==> src/rtl/dpram_burst_reader_pkg.sv <==
// dpram_rd_pkg: shared state encoding and FIFO depth for the burst reader
package dpram_rd_pkg;
  typedef enum logic [1:0] {IDLE, RUN, DRAIN} state_t;
  localparam int FIFO_DEPTH = 3;
endpackage

==> src/rtl/dpram_burst_reader_if.sv <==
// dpram_burst_reader_if: valid/ready word stream with end-of-burst marker
interface dpram_burst_reader_if #(parameter int DW = 8);
  logic          out_valid;
  logic          out_ready;
  logic [DW-1:0] out_data;
  logic          out_last;
  modport master(output out_valid, out_data, out_last, input out_ready);
  modport slave(input out_valid, out_data, out_last, output out_ready);
endinterface

==> src/rtl/dpram_burst_reader_fifo.sv <==
// small_sync_fifo: 3-entry shift FIFO whose head is always entry 0, so the output is straight from a register
module small_sync_fifo
  import dpram_rd_pkg::*;
#(
  parameter int W = 9
) (
  input  logic         clk,
  input  logic         reset_n,
  input  logic         push,
  input  logic         pop,
  input  logic         flush,
  input  logic [W-1:0] din,
  output logic [1:0]   count,
  output logic [W-1:0] head
);
  logic [W-1:0] mem [FIFO_DEPTH];
  logic [W-1:0] nxt [FIFO_DEPTH];
  logic [1:0]   wr_idx;
  assign wr_idx = count - 2'(pop);
  assign head   = mem[0];
  always_comb begin
    nxt = mem;
    for (int i = 0; i < FIFO_DEPTH - 1; i++) if (pop) nxt[i] = mem[i+1];
    if (push) nxt[wr_idx] = din;
  end
  always_ff @(posedge clk or negedge reset_n) begin
    if (!reset_n) begin
      count <= '0;
      for (int i = 0; i < FIFO_DEPTH; i++) mem[i] <= '0;
    end else if (flush) begin
      count <= '0;
    end else begin
      mem   <= nxt;
      count <= count + 2'(push) - 2'(pop);
    end
  end
endmodule

==> src/rtl/dpram_burst_reader.sv <==
// dpram_burst_reader: sweeps a wrapping RAM address range and streams the words out with backpressure
module dpram_burst_reader
  import dpram_rd_pkg::*;
#(
  parameter int DW = 8,
  parameter int AW = 10,
  parameter int LW = AW + 1
) (
  input  logic          clk,
  input  logic          reset_n,
  input  logic          start,
  input  logic [AW-1:0] start_addr,
  input  logic [LW-1:0] length,
  input  logic          abort,
  output logic          busy,
  output logic          done,
  output logic [AW-1:0] ram_addr,
  input  logic [DW-1:0] ram_q,
  dpram_burst_reader_if.master stream
);
  state_t        state, state_nxt;
  logic [LW-1:0] iss_rem, beat_rem;
  logic          inflight, inflight_last;
  logic [1:0]    fifo_count;
  logic          accept, flush, issue, hs, finish;
  assign busy             = state != IDLE;
  assign stream.out_valid = fifo_count != '0;
  assign hs               = stream.out_valid & stream.out_ready;
  always_comb begin
    accept    = state == IDLE && start && !abort;
    flush     = busy && abort;
    issue     = state == RUN && !abort && (int'(fifo_count) + int'(inflight)) < FIFO_DEPTH;
    finish    = state == DRAIN && !abort && hs && beat_rem == LW'(1);
    state_nxt = flush ? IDLE :
                (accept && length != '0) ? RUN :
                (issue && iss_rem == LW'(1)) ? DRAIN :
                finish ? IDLE : state;
  end
  always_ff @(posedge clk or negedge reset_n) begin
    if (!reset_n) state <= IDLE;
    else          state <= state_nxt;
  end
  // ram_addr always holds the next address to read; it only advances when a read is credited
  always_ff @(posedge clk or negedge reset_n) begin
    if (!reset_n) begin
      ram_addr      <= '0;
      iss_rem       <= '0;
      beat_rem      <= '0;
      inflight      <= 1'b0;
      inflight_last <= 1'b0;
      done          <= 1'b0;
    end else begin
      done          <= finish || (accept && length == '0);
      inflight      <= issue;
      inflight_last <= issue && iss_rem == LW'(1);
      if (accept) begin
        ram_addr <= start_addr;
        iss_rem  <= length;
        beat_rem <= length;
      end else begin
        if (issue) begin
          ram_addr <= ram_addr + 1'b1;
          iss_rem  <= iss_rem - 1'b1;
        end
        if (hs) beat_rem <= beat_rem - 1'b1;
      end
    end
  end
  small_sync_fifo #(.W(DW + 1)) u_fifo (
    .clk     (clk),
    .reset_n (reset_n),
    .push    (inflight),
    .pop     (hs),
    .flush   (flush),
    .din     ({inflight_last, ram_q}),
    .count   (fifo_count),
    .head    ({stream.out_last, stream.out_data})
  );
endmodule

==> src/flat_wrapper.sv <==
// flat-port wrapper written by rule: the top's interface ports become plain ports
module dpram_burst_reader_flat import dpram_rd_pkg::*;
#(
  parameter int DW = 8,
  parameter int AW = 10,
  parameter int LW = AW + 1
)
  (clk, reset_n, start, start_addr, length, abort, busy, done, ram_addr, ram_q, stream_out_valid, stream_out_data, stream_out_last, stream_out_ready);
  dpram_burst_reader_if #(.DW(DW)) stream_i ();
  input  logic clk;
  input  logic reset_n;
  input  logic start;
  input  logic [AW-1:0] start_addr;
  input  logic [LW-1:0] length;
  input  logic abort;
  output logic busy;
  output logic done;
  output logic [AW-1:0] ram_addr;
  input  logic [DW-1:0] ram_q;
  output wire logic [$bits(stream_i.out_valid)-1:0] stream_out_valid;
  output wire logic [$bits(stream_i.out_data)-1:0] stream_out_data;
  output wire logic [$bits(stream_i.out_last)-1:0] stream_out_last;
  input wire logic [$bits(stream_i.out_ready)-1:0] stream_out_ready;
  assign stream_out_valid = stream_i.out_valid;
  assign stream_out_data = stream_i.out_data;
  assign stream_out_last = stream_i.out_last;
  assign stream_i.out_ready = stream_out_ready;
  dpram_burst_reader #(.DW(DW), .AW(AW), .LW(LW)) u_core (.clk(clk), .reset_n(reset_n), .start(start), .start_addr(start_addr), .length(length), .abort(abort), .busy(busy), .done(done), .ram_addr(ram_addr), .ram_q(ram_q), .stream(stream_i));
endmodule
==> config.mk <==
export PLATFORM = sky130hd
export DESIGN_NAME = dpram_burst_reader_flat
export DESIGN_NICKNAME = d
export VERILOG_FILES = /design/src/rtl/dpram_burst_reader_pkg.sv /design/src/rtl/dpram_burst_reader_if.sv /design/src/rtl/dpram_burst_reader_fifo.sv /design/src/rtl/dpram_burst_reader.sv /design/src/flat_wrapper.sv
export SDC_FILE = /design/constraint.sdc
export NUM_CORES = 1
export LEC_CHECK = 0
export CELL_PAD_IN_SITES_DETAIL_PLACEMENT = 1
export CELL_PAD_IN_SITES_GLOBAL_PLACEMENT = 1
export CORE_UTILIZATION = 40
export CTS_CLUSTER_DIAMETER = 50
export DETAILED_ROUTE_END_ITERATION = 8
export PLACE_DENSITY = 0.86
export SYNTH_ARGS = -nofsm -noshare
export SYNTH_HDL_FRONTEND = slang
export SYNTH_SLANG_ARGS = --single-unit
==> constraint.sdc <==
create_clock -name clk -period 2.7 [get_ports clk]
set_input_delay 0.54 -clock clk [delete_from_list [all_inputs] [get_ports clk]]
set_output_delay 0.54 -clock clk [all_outputs]
set_load 0.1 [all_outputs]
==> results of run 1 <==
[stage by stage]
stage	utilization (%)	worst slack, ns
2_1_floorplan	-	0.312
3_3_place_gp	49.5	0.322
3_5_place_dp	49.5	0.169
4_1_cts	51.7	0.383
5_1_grt	51.7	0.187
6_report	51.7	0.371
[where the power goes]
group / leakage [nW] / switching [mW] / total (mW) / internal (mW)
Clock: 0.0859 / 0.387 / 0.773 / 0.386
Sequential: 0.805 / 0.384 / 1.78 / 1.39
Combinational: 0.870 / 1.74 / 2.57 / 0.826
Total: 1.76 / 2.51 / 5.12 / 2.60
[final timing paths]
check                                 startpoint                     to  slack [ns]  cells after the start
max reg2reg                      u_core.inflight     u_core.ram_addr[5]        0.37                      7
min                                      reset_n  u_core.u_fifo.head[2]        0.12                      1
min in group clk           u_core.u_fifo.mem[17]  u_core.u_fifo.mem[17]        0.50                      1
max in group asynchronous                reset_n     u_core.ram_addr[6]        1.94                      2
max                              u_core.inflight     u_core.ram_addr[5]        0.37                      7
min reg2reg                u_core.u_fifo.mem[17]  u_core.u_fifo.mem[17]        0.50                      1
[per-layer routing]
layer | track usage [%] | up-vias | share of wire [%]
li1 | - | 1377 | -
met1 | 27.4 | 1511 | 44
met2 | 41.2 | 67 | 51
met3 | 3.95 | 16 | 3.0
met4 | 7.95 | 0 | 1.5
met5 | 0 | - | 0
[cell families (layout without fill, tap and decap cells)]
kind of cell	after synthesis	after routing	synth area share [%]
muxes	9	9	2.94
AOI/OAI and AO/OA	93	93	19.2
adders and majority gates	10	10	3.63
and+or+nand+nor	108	108	17.8
DFF	66	66	48.0
xor gates and xnor gates	15	15	3.82
buffers and inverters	33	98	4.65
[cell type report]
cell class,count,area (sq um)
Timing Repair Buffer,70,616
Sequential cell,66,1650
Clock buffer,13,159
Clock inverter,3,23.8
Tap cell,105,131
Multi-Input combinational cell,235,1640
Inverter,12,45.0
Fill cell,948,3990
[Yosys cell counts (all sizes together) (3+ instances only)]
library cell,count
clkbuf,9
buf,12
xnor2,12
nand4,4
nand3,11
nand2,27
o311ai,11
or3,3
nor2,19
ha,10
a21oi,14
o22ai,18
mux2,9
o21ai,18
nor3,11
or2,4
dfrtp,66
inv,12
or4b,3
a2bb2oi,8
nor4,9
a221o,5
xor2,3
nand2b,3
or4,5
a21o,3
o211ai,5
==> results.json, run 1 <==
{
  "grt_pass1_vias": 3131,
  "ctsHoldBuffers": 0,
  "layout_common_cells": "dfrtp_1 (66), buf_4 (36), clkdlybuf4s50_1 (32)",
  "maxSlewViolCount": 0,
  "path_class": "reg -> reg",
  "synth_top_cell_by_area": "dfrtp_1",
  "drive_gt1_share_pct": 19.8,
  "dp.cells": 488,
  "path_max_fanout": 12,
  "maxCapViolCount": 0,
  "arrival_ns": 2.56,
  "skew_ns": 0.0109,
  "core-area_sq_um": 8260,
  "status": "complete, no violations",
  "cp_cell_sequence": "ha_1 -> ha_1 -> nand2_1 -> nand2_1 -> inv_1 -> a21o_1 -> a221o_1",
  "fin_cells": 504,
  "ys_warn_count": 0,
  "gr-total-overflow": 0,
  "finalPower_mw": 5.12,
  "hpwl_um": 6840,
  "fmax_mhz": 429,
  "tightest_slew_ns": 0.556,
  "layout_commonest_cell": "dfrtp_1",
  "synth_top_area_share_pct": 48.0,
  "cp_num_buf_inv": 1,
  "synth_area_leaders": "dfrtp_1 (48%), ha_1 (3.6%), o22ai_1 (3.3%)",
  "yosysSeqAreaShare_pct": 48.0,
  "numClockSinks": 66,
  "numCtsBuffers": 9,
  "path_clk_slew_ns": 0.07,
  "syn_area_sq_um": 3440,
  "period_needed_ns": 2.33,
  "leakagePower_nw": 1.76,
  "die_area_sq_um": 8980,
  "hold_violations": 0,
  "drc_errors": 0,
  "crit_path_end_kind": "flop",
  "ir_worst_vdd_mv": 0.436,
  "setup_violations": 0,
  "cp_top_family": "adder cells",
  "grt_max_degree": 34,
  "synthCells": 334,
  "place_area_sq_um": 4080,
  "p_per_area_nw_per_um2": 1200,
  "rsz0062_at_grt": "no",
  "num_rows": 33,
  "die_h_um": 94.8,
  "syn_nets": 378,
  "syn_to_final_growth_pct": 23.9,
  "vias_per_cell": 5.89,
  "synth_seq_cells": 66,
  "grt_antenna_before_repair": 0,
  "grt_pass1_wl_um": 15500,
  "io_buffers": 55,
  "drt-total-wl_um": 9580,
  "gp_congestion": 0.813,
  "start_util_pct": 41.7,
  "slew_headroom_pct": 62.9,
  "cts_tree": "done",
  "start_kind": "flop",
  "hp-class": "in -> async",
  "synth_ff_type": "dfrtp_1",
  "dr_total_vias": 2971,
  "pin_count": 56,
  "cts_setup_buffers": 0,
  "cpMaxStageDelayCell": "dfrtp_1",
  "crit_required_ns": 2.93,
  "final_area_sq_um": 4270,
  "antenna_left": 0,
  "finalCritPeriodShare_pct": 86.3,
  "synth-edff-count": 0,
  "first_pass_iters": 4,
  "hold_ws_ns": 0.118,
  "synthDistinctLibCells": 59,
  "nNetsFinal": 438,
  "h-tree-depth": 3,
  "slowest_delay_ns": 0.47,
  "wl_per_cell_um": 19.0,
  "antennaDiodeCount": 0,
  "cts_resized": 0,
  "die_w_um": 94.8,
  "insertion_delay_ns": 0.35,
  "synth.avg_cell_area_sq_um": 10.3,
  "ys_async_sr_fraction_pct": 100,
  "drtIter0Drc": 95,
  "tns_ns": 0,
  "grt.total_usage_pct": 22.9,
  "root_buffer": "clkbuf_8",
  "cts_buffer_depth": 2
}
Power figures use the tool's default switching activity.
==> run 2: changes to the inputs <==
==> constraint.sdc (replaced) <==
create_clock -name clk -period 2.7 [get_ports clk]
set_input_delay 0.54 -clock clk [delete_from_list [all_inputs] [get_ports clk]]
set_output_delay 0.54 -clock clk [all_outputs]
set_load 0.01 [all_outputs]
==> results.json, run 2 (same netlist as run 1, synthesis figures left out) <==
{
  "period_needed_ns": 2.34,
  "place_area_sq_um": 4120,
  "die_w_um": 94.8,
  "path_max_fanout": 11,
  "die_area_sq_um": 8980,
  "cts_resized": 0,
  "pin_count": 56,
  "grt_pass1_wl_um": 15700,
  "path_clk_slew_ns": 0.08,
  "slowest_delay_ns": 0.45,
  "drt-total-wl_um": 9680,
  "drive_gt1_share_pct": 13.9,
  "hpwl_um": 6780,
  "cp_num_buf_inv": 1,
  "dr_total_vias": 2955,
  "grt.total_usage_pct": 23.7,
  "numCtsBuffers": 9,
  "hold_ws_ns": 0.192,
  "start_kind": "flop",
  "slew_headroom_pct": 61.9,
  "wl_per_cell_um": 19.3,
  "gp_congestion": 0.803,
  "rsz0062_at_grt": "no",
  "setup_violations": 0,
  "first_pass_iters": 4,
  "crit_required_ns": 2.95,
  "cpMostUsedCell": "ha_1",
  "hold_violations": 0,
  "crit_path_end_kind": "flop",
  "h-tree-depth": 3,
  "syn_to_final_growth_pct": 27.3,
  "grt_max_degree": 67,
  "io_buffers": 55,
  "root_buffer": "clkbuf_8",
  "p_per_area_nw_per_um2": 1050,
  "finalCritPeriodShare_pct": 86.6,
  "num_rows": 33,
  "nNetsFinal": 435,
  "status": "complete, no violations",
  "maxSlewViolCount": 0,
  "tightest_slew_ns": 0.571,
  "maxCapViolCount": 0,
  "layout_common_cells": "dfrtp_1 (66), clkdlybuf4s50_1 (54), nand2_1 (26)",
  "tns_ns": 0,
  "fmax_mhz": 428,
  "finalPower_mw": 4.60,
  "insertion_delay_ns": 0.35,
  "path_class": "reg -> reg",
  "final_area_sq_um": 4380,
  "layout_commonest_cell": "dfrtp_1",
  "drtIter0Drc": 83,
  "numClockSinks": 66,
  "skew_ns": 0.0104,
  "cp_cell_sequence": "ha_1 -> ha_1 -> nor4b_4 -> nand2_1 -> inv_1 -> a211oi_1 -> a311oi_1",
  "cts_setup_buffers": 0,
  "ctsHoldBuffers": 0,
  "cp_top_family": "simple AND/OR/NAND/NOR gates",
  "antennaDiodeCount": 0,
  "ir_worst_vdd_mv": 0.450,
  "arrival_ns": 2.59,
  "vias_per_cell": 5.90,
  "cts_buffer_depth": 2,
  "grt_pass1_vias": 3082,
  "cpMaxStageDelayCell": "dfrtp_1",
  "core-area_sq_um": 8260,
  "antenna_left": 0,
  "hp-class": "in -> async",
  "leakagePower_nw": 1.77,
  "drc_errors": 0,
  "gr-total-overflow": 0,
  "start_util_pct": 41.7,
  "grt_antenna_before_repair": 0,
  "cts_tree": "done",
  "die_h_um": 94.8
}
==> run 2: cell count changes in the layout (fill, tap and decap cells not counted) <==
cell and change:
clkbuf_8 -1, clkinvlp_4 -2, clkbuf_1 -1, clkdlybuf4s50_1 +22
clkinv_2 +1, bufinv_16 +4, clkinv_4 -1, buf_4 -25
==> run 2: layer usage <==
layer	up-vias	part of all wire [%]	global-route usage, %
met3	22	5.0	6.36
met2	87	50	39.6
met1	1483	43	28.9
li1	1363	-	-
met4	0	2.5	9.60
met5	-	0	0
==> run 2: power breakdown <==
part	internal, mW	switching [mW]
sequential	1.39	0.379
combinational	0.871	0.830
clock	0.731	0.394
==> run 2: final cells by class <==
cell class	instances	area (sq um)
fillers	937	3870
inverters	12	45.0
multi-input cells	235	1640
clock buffers	11	141
repair buffers	67	648
well taps	105	131
flip-flops and latches	66	1650
clock inverters	5	125
==> run 2: path summary, 6_finish.rpt <==
check	start	endpoint	slack, ns	cells past startpoint
setup reg to reg	u_core.u_fifo.count[0]	u_core.iss_rem[2]	0.36	7
max in group asynchronous	reset_n	u_core.u_fifo.mem[13]	2.20	2
setup / recovery	u_core.u_fifo.count[0]	u_core.iss_rem[2]	0.36	7
hold reg to reg	u_core.u_fifo.mem[17]	u_core.u_fifo.mem[17]	0.51	1
min in group clk	u_core.u_fifo.mem[17]	u_core.u_fifo.mem[17]	0.51	1
hold / removal	reset_n	u_core.u_fifo.head[2]	0.19	2
==> run 2: metrics by stage <==
stage | setup slack, ns | util (%) | std cells
global placement | 0.230 | 49.8 | 485
detailed placement | 0.153 | 49.8 | 485
floorplan | 0.312 | - | 334
CTS | 0.384 | 53.1 | 501
global route | 0.178 | 53.1 | 501
finish | 0.361 | 53.1 | 501
==> run 3: changes to the inputs <==
--- a/config.mk
+++ b/config.mk
@@ -15,2 +15,3 @@
 export SYNTH_HDL_FRONTEND = slang
 export SYNTH_SLANG_ARGS = --single-unit
+export TNS_END_PERCENT = 100
==> constraint.sdc (replaced) <==
create_clock -name clk -period 2.7 [get_ports clk]
set_input_delay 0.405 -clock clk [delete_from_list [all_inputs] [get_ports clk]]
set_output_delay 0.405 -clock clk [all_outputs]
set_load 0.01 [all_outputs]
==> results.json, run 3 (same netlist as run 1, synthesis figures left out) <==
{
  "cts_resized": 0,
  "cp_cell_sequence": "ha_1 -> ha_1 -> nor4b_4 -> nand4_1 -> o311ai_0 -> o211ai_1",
  "numCtsBuffers": 9,
  "path_clk_slew_ns": 0.08,
  "wl_per_cell_um": 19.6,
  "nNetsFinal": 433,
  "slowest_delay_ns": 0.46,
  "slew_headroom_pct": 53.5,
  "maxCapViolCount": 0,
  "path_max_fanout": 7,
  "finalCritPeriodShare_pct": 87.4,
  "r2r-start": "u_core.u_fifo.count[0]",
  "setup_slack_ns": 0.341,
  "num_rows": 33,
  "fmax_mhz": 424,
  "dp_worst_setup_slack_ns": 0.225,
  "tns_ns": 0,
  "crit_required_ns": 2.92,
  "core-area_sq_um": 8260,
  "antennaDiodeCount": 0,
  "drc_errors": 0,
  "routedLengthMet1_um": 4150,
  "grt.total_usage_pct": 23.8,
  "tightest_slew_ns": 0.698,
  "grt_pass1_wl_um": 16000,
  "rrSetupSlack_ns": 0.34,
  "cts_setup_buffers": 0,
  "pin_count": 56,
  "setup_violations": 0,
  "ctsHoldBuffers": 0,
  "layout_common_cells": "dfrtp_1 (66), clkdlybuf4s50_1 (54), nand2_1 (26)",
  "layout_commonest_cell": "dfrtp_1",
  "period_needed_ns": 2.36,
  "drt-total-wl_um": 9770,
  "p_per_area_nw_per_um2": 1010,
  "insertion_delay_ns": 0.36,
  "cpMaxStageDelayCell": "dfrtp_1",
  "wl_met3_um": 495,
  "crit_path_end_kind": "flop",
  "die_area_sq_um": 8980,
  "grt_antenna_before_repair": 0,
  "vias_per_cell": 5.89,
  "io_buffers": 55,
  "skew_ns": 0.00900,
  "die_w_um": 94.8,
  "dr_wl_met2_um": 4990,
  "cts_tree": "done",
  "r2r_end": "u_core.iss_rem[6]",
  "maxSlewViolCount": 0,
  "gp_congestion": 0.840,
  "ir_worst_vdd_mv": 0.408,
  "root_buffer": "clkbuf_8",
  "first_pass_iters": 4,
  "start_kind": "flop",
  "drive_gt1_share_pct": 13.7,
  "leakagePower_nw": 1.72,
  "top_layer": "met4",
  "status": "complete, no violations",
  "hpwl_um": 6960,
  "rsz0062_at_grt": "no",
  "syn_to_final_growth_pct": 24.7,
  "die_h_um": 94.8,
  "grt_max_degree": 39,
  "arrival_ns": 2.58,
  "hold_violations": 0,
  "cpMostUsedCell": "ha_1",
  "r2r_cells": 6,
  "hp-class": "in -> async",
  "dr_total_vias": 2940,
  "path_class": "reg -> reg",
  "numClockSinks": 66,
  "antenna_left": 0,
  "drtIter0Drc": 123,
  "grt_pass1_vias": 3160,
  "cts_buffer_depth": 2,
  "gr-total-overflow": 0,
  "start_util_pct": 41.7,
  "h-tree-depth": 3
}
[run 3: changes by cell type in the layout (fill, tap and decap cells not counted), sizes merged]
| cell | previous run | this run |
|---|---|---|
| clkinvlp | 0 | 4 |
| buf | 13 | 11 |
| bufinv | 4 | 1 |
| clkinv | 1 | 2 |
| clkbuf | 11 | 9 |
[run 3: stage by stage]
step	std cells	area, sq um	util, %	hold WS, ns	total power [mW]
detailed placement	483	4100	49.7	0.486	3.49
CTS	499	4300	52.0	0.106	4.35
finish	499	4300	52.0	0.0825	4.32
floorplan	334	3440	-	0.109	2.83
global route	499	4300	52.0	0.128	4.59
global placement	483	4100	49.7	0.481	3.35
[run 3: power breakdown]
part           total (mW)  leakage (nW)  switching, mW  internal [mW]
sequential           1.77         0.805          0.384           1.39
combinational        1.70         0.823          0.830          0.866
clock               0.851        0.0873          0.429          0.422
total                4.32          1.72           1.64           2.68
[run 3: worst max path at each step]
stage | startpoint | endpoint | slack [ns] | depth (start not counted)
finish | u_core.u_fifo.count[0] | u_core.iss_rem[6] | 0.34 | 6
floorplan | u_core.u_fifo.count[1] | u_core.u_fifo.mem[17] | 0.31 | 9
CTS | u_core.u_fifo.count[0] | u_core.iss_rem[6] | 0.34 | 6
global placement | stream_out_ready | flop | 0.32 | 7
global route | u_core.u_fifo.count[0] | u_core.ram_addr[7] | 0.18 | 6
detailed placement | stream_out_ready | flop | 0.22 | 7
[run 3: layout make-up]
type | instances | area, sq um
repair buffers | 65 | 633
multi-input cells | 235 | 1640
clock buffers | 9 | 124
flip-flops and latches | 66 | 1650
inverters | 12 | 45.0
clock inverters | 7 | 70.1
fillers | 934 | 3960
well taps | 105 | 131
[run 3: routing by layer]
layer | GRT usage (%) | up-vias
met5 | 0 | -
li1 | - | 1363
met1 | 29.2 | 1472
met2 | 41.5 | 90
met4 | 7.70 | 0
met3 | 5.07 | 15
[run 3: critical path, delay by kind of cell, from the launching register on]
kind | cells | cell delay (ns)
and+or+nand+nor | 2 | 0.73
AOI/OAI and AO/OA | 2 | 0.58
DFF | 1 | 0.46
adders and majority gates | 2 | 0.45
